`src/rtl/ex_muldiv_seq.sv`:
```
// ex_muldiv_seq: iterative RV32M multiply/divide sequencer for the Execute stage.
// Runs 32 iterations on operand magnitudes (shift-add or restoring divide), then
// applies a sign fixup. Divide-by-zero and signed overflow bypass the iterations.
module ex_muldiv_seq #(
  parameter int XLEN  = 32,
  parameter int CNT_W = 6
) (
  input  logic            clk,
  input  logic            rst_n,
  input  logic            i_start,
  input  logic [2:0]      i_func3,
  input  logic [XLEN-1:0] i_rs1_data,
  input  logic [XLEN-1:0] i_rs2_data,
  input  logic [4:0]      i_rd,
  input  logic            i_flush,
  output logic            o_stall,
  output logic            o_busy,
  output logic            o_valid,
  output logic [XLEN-1:0] o_result,
  output logic [4:0]      o_rd
);

  typedef enum logic [1:0] {IDLE, CALC, DONE} state_t;

  state_t              state, state_nx;
  logic [2:0]          f3_q;
  logic [4:0]          rd_q;
  logic [XLEN-1:0]     opa;   // multiplicand, or dividend shifting into quotient
  logic [XLEN-1:0]     opb;   // multiplier shifting out, or constant divisor
  logic                neg_q;
  logic [2*XLEN-1:0]   acc;   // product, or remainder in the upper half
  logic [CNT_W-1:0]    cnt;

  // Operand decode at the accept cycle
  logic            sgn_a, sgn_b, neg_in, accept, div_zero, div_ovf, special;
  logic [XLEN-1:0] mag_a, mag_b, spec_res;
  localparam logic [XLEN-1:0] MIN_NEG = {1'b1, {(XLEN-1){1'b0}}};

  // Input-side decode: signedness, magnitudes, result sign, special cases
  always_comb begin
    sgn_a    = i_rs1_data[XLEN-1] & (i_func3[2] ? ~i_func3[0] : (i_func3[1:0] != 2'b11));
    sgn_b    = i_rs2_data[XLEN-1] & (i_func3[2] ? ~i_func3[0] : ~i_func3[1]);
    mag_a    = sgn_a ? -i_rs1_data : i_rs1_data;
    mag_b    = sgn_b ? -i_rs2_data : i_rs2_data;
    // Remainder follows the dividend sign; everything else takes the XOR.
    neg_in   = (i_func3[2] & i_func3[1]) ? sgn_a : (sgn_a ^ sgn_b);
    div_zero = i_func3[2] & (i_rs2_data == '0);
    div_ovf  = i_func3[2] & ~i_func3[0] & (i_rs1_data == MIN_NEG) & (i_rs2_data == '1);
    special  = div_zero | div_ovf;
    accept   = (state == IDLE) & i_start & ~i_flush;
    spec_res = '0;
    if (div_zero)     spec_res = i_func3[1] ? i_rs1_data : '1;
    else if (div_ovf) spec_res = i_func3[1] ? '0 : MIN_NEG;
  end

  // One iteration step and the final sign fixup / result select
  logic [XLEN:0]     mul_sum, div_sh;
  logic [XLEN-1:0]   div_diff, quo, rem, calc_res;
  logic [2*XLEN-1:0] prod;
  logic              div_ge;

  // Datapath combinational: per-iteration step and DONE result
  always_comb begin
    mul_sum  = {1'b0, acc[2*XLEN-1:XLEN]} + (opb[0] ? {1'b0, opa} : '0);
    div_sh   = {acc[2*XLEN-1:XLEN], opa[XLEN-1]};
    div_ge   = (div_sh >= {1'b0, opb});
    div_diff = div_sh[XLEN-1:0] - opb;
    prod     = neg_q ? -acc : acc;
    quo      = neg_q ? -opa : opa;
    rem      = neg_q ? -acc[2*XLEN-1:XLEN] : acc[2*XLEN-1:XLEN];
    if (f3_q[2])              calc_res = f3_q[1] ? rem : quo;
    else if (f3_q[1:0] == '0) calc_res = prod[XLEN-1:0];
    else                      calc_res = prod[2*XLEN-1:XLEN];
  end

  // State register
  always_ff @(posedge clk or negedge rst_n) begin
    if (!rst_n) state <= IDLE;
    else        state <= state_nx;
  end

  // Next-state logic; flush overrides every transition
  always_comb begin
    state_nx = state;
    if (i_flush) state_nx = IDLE;
    else begin
      case (state)
        IDLE:    if (i_start) state_nx = special ? DONE : CALC;
        CALC:    if (cnt == '0) state_nx = DONE;
        DONE:    state_nx = IDLE;
        default: state_nx = IDLE;
      endcase
    end
  end

  // FSM outputs; stall is combinational so the accept cycle freezes too
  always_comb begin
    o_busy  = (state != IDLE);
    o_stall = ((state == IDLE) & i_start & ~i_flush) | (state == CALC);
  end

  // Operand latch at accept, then one iteration per CALC cycle until cnt hits 0
  always_ff @(posedge clk or negedge rst_n) begin
    if (!rst_n) begin
      f3_q  <= '0;
      rd_q  <= '0;
      opa   <= '0;
      opb   <= '0;
      neg_q <= 1'b0;
      acc   <= '0;
      cnt   <= '0;
    end else if (accept) begin
      f3_q  <= i_func3;
      rd_q  <= i_rd;
      opa   <= mag_a;
      opb   <= mag_b;
      neg_q <= neg_in;
      acc   <= '0;
      cnt   <= CNT_W'(XLEN);
    end else if ((state == CALC) && (cnt != '0)) begin
      cnt <= cnt - CNT_W'(1);
      if (f3_q[2]) begin
        acc[2*XLEN-1:XLEN] <= div_ge ? div_diff : div_sh[XLEN-1:0];
        opa                <= {opa[XLEN-2:0], div_ge};
      end else begin
        acc <= {mul_sum, acc[XLEN-1:1]};
        opb <= opb >> 1;
      end
    end
  end

  // Registered result strobe, loaded on the edge that enters DONE
  always_ff @(posedge clk or negedge rst_n) begin
    if (!rst_n) begin
      o_valid  <= 1'b0;
      o_result <= '0;
      o_rd     <= '0;
    end else begin
      o_valid <= (state_nx == DONE);
      if (state_nx == DONE) begin
        o_result <= (state == IDLE) ? spec_res : calc_res;
        o_rd     <= (state == IDLE) ? i_rd : rd_q;
      end
    end
  end

endmodule
```
`config.mk`:
```
export PLATFORM = sky130hd
export DESIGN_NAME = ex_muldiv_seq
export DESIGN_NICKNAME = d
export VERILOG_FILES = /design/src/rtl/ex_muldiv_seq.sv
export SDC_FILE = /design/constraint.sdc
export NUM_CORES = 1
export LEC_CHECK = 0
export ABC_AREA = 1
export BUFFER_PORTS_ARGS = -buffer_cell sky130_fd_sc_hd__buf_2
export CELL_PAD_IN_SITES_DETAIL_PLACEMENT = 1
export CELL_PAD_IN_SITES_GLOBAL_PLACEMENT = 1
export CORE_MARGIN = 2
export CORE_UTILIZATION = 44
export CTS_CLUSTER_DIAMETER = 30
export CTS_CLUSTER_SIZE = 25
export DETAILED_ROUTE_END_ITERATION = 10
export PLACE_DENSITY_LB_ADDON = 0.15
export SLEW_MARGIN = 15
export SYNTH_ARGS = -nofsm -noshare
export SYNTH_HDL_FRONTEND = slang
export SYNTH_SLANG_ARGS = --single-unit
```
`constraint.sdc`:
```
create_clock -name clk -period 2.8 [get_ports clk]
set_input_delay 0.14 -clock clk [delete_from_list [all_inputs] [get_ports clk]]
set_output_delay 0.14 -clock clk [all_outputs]
set_load 0.1 [all_outputs]
```
* Yosys cells after proc, flatten, opt, wreduce, memory -nomap -nowiden
Index checks and enable logic that the tools add are counted.
** Word-level totals
- Register bits :: 183
- Input bits :: 76
- Output and inout bits :: 40
- Logic and storage cells :: 89
** Cells by class
- Add/subtract/negate cells :: 8
- Magnitude comparators :: 1
- Equal/unequal tests :: 6
- Mux-type cells :: 36
- Bitwise gates (word level) :: 15
- Reductions and logical operators :: 11
** Operator list (count)
- 32-bit 2-to-1 mux :: 22
- 64-bit 2-to-1 mux :: 3
- 32-bit negator :: 4
- 32-bit == test, second input constant :: 2
- 64-bit negator :: 1
- 32-bit by 32-bit adder with 33-bit output :: 1
- 33-bit by 32-bit >= comparator with 1-bit output :: 1
- 32-bit zero test :: 1
- 32-bit subtractor :: 1
- 6-bit 2-to-1 mux :: 2
- 1-bit bitwise AND :: 9
- 2-bit 2-to-1 mux :: 4
- 6-bit zero test :: 1
- 2-bit nonzero test :: 3
- 6-bit nonzero test :: 1
- 6-bit by 1-bit subtractor with 6-bit output, second input constant :: 1
- 5-bit 2-to-1 mux :: 1
- 2-bit zero test :: 2
- 2-bit case mux with 2 select lines :: 1
- 2-bit AND reduction :: 2
- 1-bit 2-to-1 mux :: 3
- 1-bit inverter :: 3
- 2-bit by 1-bit == test with 1-bit output, second input constant :: 1
- 2-bit == test, second input constant :: 1
- other kinds (5) :: 6

* Depth between registers and ports, before layout
- Word-level depth :: 10
- Depth in mapped cells :: 18
- Depth with buffers taken out :: 18

* Worst setup path after synthesis
Ideal clock, no wire load.
- Path type :: flip-flop to flip-flop
- From :: reg opb[0]
- To :: reg acc[57]
- Setup time :: 118 ps
- Arrival time :: 2406 ps
- Data required time :: 2682 ps
- Slack :: 276 ps
- Cell stages (with the launch flop) :: 15
- Buffers on the path :: 1
- Clock period less this slack :: 2524 ps
- Cells stage by stage :: dfrtp_1 clkbuf_1 nand2_1 inv_1 ha_1 inv_1 fa_1 o21ai_1 a21oi_1 o21ai_0 nand2_1 nand3_1 nand3_1 nand3_1 nand2_1
** On the way
- Cells in the longest elaborated chain, start to end :: 5
- Elaborated cells on any way between the ends :: 8
- Those cells by class :: 2 x add/sub; 1 x order compare; 5 x mux
** RTL lines
- from (decl) :: line 29 : logic [XLEN-1:0] opb;
- from (signal assigned) :: line 116 : opb <= mag_b;
- from (signal assigned) :: line 127 : opb <= opb >> 1;
- 32-bit 2-to-1 mux (tied with other cells) :: line 64 : mul_sum = {1'b0, acc[2*XLEN-1:XLEN]} + (opb[0] ? {1'b0, opa} : '0);
- 32-bit by 32-bit adder with 33-bit output / 32-bit 2-to-1 mux (equally long branches) :: line 64, 123
- 32-bit 2-to-1 mux * :: line 122 : if (f3_q[2]) begin
- 64-bit 2-to-1 mux * :: line 120 : end else if ((state == CALC) && (cnt != '0)) begin
- 64-bit 2-to-1 mux * :: line 112 : end else if (accept) begin
- to (signal, indexed assignment) :: line 123 : acc[2*XLEN-1:XLEN] <= div_ge ? div_diff : div_sh[XLEN-1:0];
- to (signal assigned) :: line 126 : acc <= {mul_sum, acc[XLEN-1:1]};
- to (decl) :: line 31 : logic [2*XLEN-1:0] acc;
Every way passes the cells marked *; elsewhere a longest branch is shown, timed or not. The select of a mux whose other input is x is not followed.
A chain may end at the register's enable or synchronous reset.

* Final worst setup path
- From :: reg acc[33]
- To :: reg o_result[29]
** On the way
- Cells in the longest elaborated chain, start to end :: 5
- Elaborated cells on any way between the ends :: 8
- Those cells by class :: 2 x add/sub; 6 x mux
** RTL lines
- 64-bit negator / 32-bit negator (equally long branches) :: line 68, 70
- 64-bit 2-to-1 mux / 32-bit 2-to-1 mux (equally long branches) :: line 68, 70
- 32-bit 2-to-1 mux, on equally long branches :: line 72, 71
- 32-bit 2-to-1 mux * :: line 71 : if (f3_q[2]) calc_res = f3_q[1] ? rem : quo;
- 32-bit 2-to-1 mux * :: line 141 : o_result <= (state == IDLE) ? spec_res : calc_res;
- to (signal assigned) :: line 141
- to (decl) :: line 19 : output logic [XLEN-1:0] o_result,
Every way passes the cells marked *; elsewhere a longest branch is shown, timed or not.

==> run metrics <==
crit path DAT 3.22 ns; Post-route DRC 0; area of the multi-input gates 0.01340 mm2; Chip Width 216.6 um; total gr overflow 0; min Tclk post-route 2.757 ns; Post-synth EDFFs 0; Syn-to-layout area delta 13.14%; total power 28.19 mW; final setup margin 0.04321 ns; fraction of layout cells with a size suffix above 1 0.1157; core area 0.04441 mm2; Post-Syn Area 0.01989 mm2; CTS Sinks 183; Nets 3724; antenna violations before repair 1; Max Root-Sink Buffers 2; placed insts 4134; Placement Setup Slack -0.1259 ns; cell taking the most area after synthesis dfrtp_1; CP Capture Type register; wire per inst 24.50 um; Initial DRC Count 2746; Yosys reg bits 183; post-synthesis cell count 3427; Routability Congestion 1.074; Post-Syn Nets 3578; Mapped Avg Cell Area 5.803 um2; share of synthesized registers carrying an async set or reset 1.000; final WL 102400 um; Distinct cells, synth 52; via count 25400; final hold violations 0; ANT nets after route 0; latest clock arrival within the worst-skew pair 0.54 ns; fillcell total 6373; Fin Hold WS 0.001247 ns; Post-synth top flop dfrtp_1; Tcrit/Tclk final 0.9846; Worst Path Required 3.26 ns; Avg Vias per Cell 6.078; top cells by count, synth nand2_1, nor2_1, inv_1; first-pass GRT wire length 154200 um; Max-Cap Viols 0; count leader, synth nand2_1; boundary pin count 116; Sum Neg Setup Slack 0 ns; YS warnings 0; TritonCTS clock tree done; r2r setup slk 0.04 ns; CTS clk-pin slew, worst paths 0.10 ns; sequential share of the synthesized area 0.2303; skew final 0.02643 ns; starting density of the core 0.4478; synth top area cells dfrtp_1, nand2_1, nand3_1; die area 0.04691 mm2; P_leak 11.66 nW; port buffer count 115; outcome finished clean; All-Layer GR Usage 0.4321; Power Density 1253 mW/mm2; worst hold path class in -> reg; hpwl dp 81340 um; Pins Over Slew Limit 0; Worst Tran Pin Value 0.8755 ns; Std-Cell Rows 77; Die Height 216.6 um; pin count of the biggest net entering global routing 87; Finished Layout Cells 4179; Synth top area share 0.2303; first-pass iteration count of the detailed router 5; critical path class reg -> reg; vias in the first global route 25970; CTS Buf Count 17; unrepaired setup endpoints after global routing true; CTS root buffer clkbuf_16; Slew headroom 0.4164; Register Area 0.004588 mm2; Fmax 0.3627 GHz; CP max FO 5; crit path launch type register; # setup viols final 0; peak supply drop 0.7257 mV; H-tree depth 4
[critical path, cell delays in order (launching register included)]
cell,delay [ns]
dfrtp_1,0.44
buf_4,0.19
nor2_1,0.29
nand2_1,0.19
nor2_1,0.17
nand2_1,0.07
nor2_1,0.09
nand2_1,0.11
nand2_1,0.22
nand2_1,0.08
nand2_1,0.06
nand3_1,0.07
nand2_1,0.22
nand3_1,0.28
a21oi_2,0.19
[layer usage]
layer  vias up  track usage  wire length [um]
met3       390      0.07270              7554
met4         2       0.3185              8207
met2      1125       0.6976             46750
met5         -            0                12
met1     12440       0.5183             39880
li1      11450            -                 -
[sequential cells by signal (all words and copies together), names as in the netlist]
signal    count
o_rd          5
acc          64
opb          32
opa          32
rd_q          5
o_result     32
neg_q         1
f3_q          3
o_valid       1
state         2
cnt           6
[worst paths after layout]
kind | from | end | depth (start not counted)
min reg2reg | o_result[5] | o_result[5] | 2
max in group asynchronous | rst_n | acc[63] | 3
min in group asynchronous | rst_n | acc[18] | 2
min | i_rs1_data[19] | opa[19] | 5
max reg2reg | acc[33] | o_result[29] | 14
max | acc[33] | o_result[29] | 14
[per-stage QoR]
stage               area, um2    util
global route            22500  0.5065
CTS                     22260  0.5012
floorplan               19890       -
detailed placement      21610  0.4866
global placement        21610  0.4866
finish                  22500  0.5066
[placed cells by master (no fill, tap or decap), types with 7 or more instances in the layout]
cell	n
o22ai_1	34
nand3_2	7
nand2_2	13
nand4_1	37
nor2_1	444
nor3_1	29
nor2_2	22
ha_1	65
dlygate4sd3_1	8
buf_4	116
a21o_1	8
nand2_1	973
nand3b_1	11
inv_1	396
a21oi_2	26
clkbuf_16	17
buf_2	113
inv_2	16
dfrtp_1	178
xor2_1	49
nor2_4	15
o211ai_2	13
o211ai_1	15
o21a_1	7
a21oi_1	218
o21ai_1	20
xnor2_1	11
nand3_1	372
inv_6	7
o21ai_0	258
[repair_timing]
action / CTS / global route
pin swaps: 0 / 1
buffers inserted: 0 / 3
hold buffers: 8 / 0
endpoints found under the setup margin: 3 / 44
gates resized for setup: 5 / 59
gates cloned: 0 / 1
hold endpoints to repair: 71 / 0
[final cells by class]
class                           count  area share
Sequential cell                   183      0.2039
Inverter                          417     0.06996
Multi-Input combinational cell   2709      0.5955
Tap cell                          592     0.03292
Clock inverter                     13    0.004727
Clock buffer                       19     0.01969
Timing Repair inverter              1   0.0002224
Timing Repair Buffer              244     0.07296
Antenna cell                        1   0.0001112
[power by group]
part | leakage, nW | switching [mW] | internal (mW)
logic | 9.05 | 14.9 | 5.82
clock network | 0.273 | 1.37 | 1.18
registers | 2.34 | 1.33 | 3.58
[kinds of logic (layout without fill, tap and decap cells)]
family | count (synthesis) | after routing | synth area share
and+or+nand+nor | 1951 | 1951 | 0.4137
AOI/OAI and AO/OA | 621 | 621 | 0.1732
buffers and inverters | 535 | 694 | 0.1075
DFF | 183 | 183 | 0.2303
adders and majority gates | 75 | 75 | 0.04794
xor gates and xnor gates | 61 | 61 | 0.02687
muxes | 1 | 1 | 0.0005034
other | 0 | 1 | 0
Power figures use the tool's default switching activity.
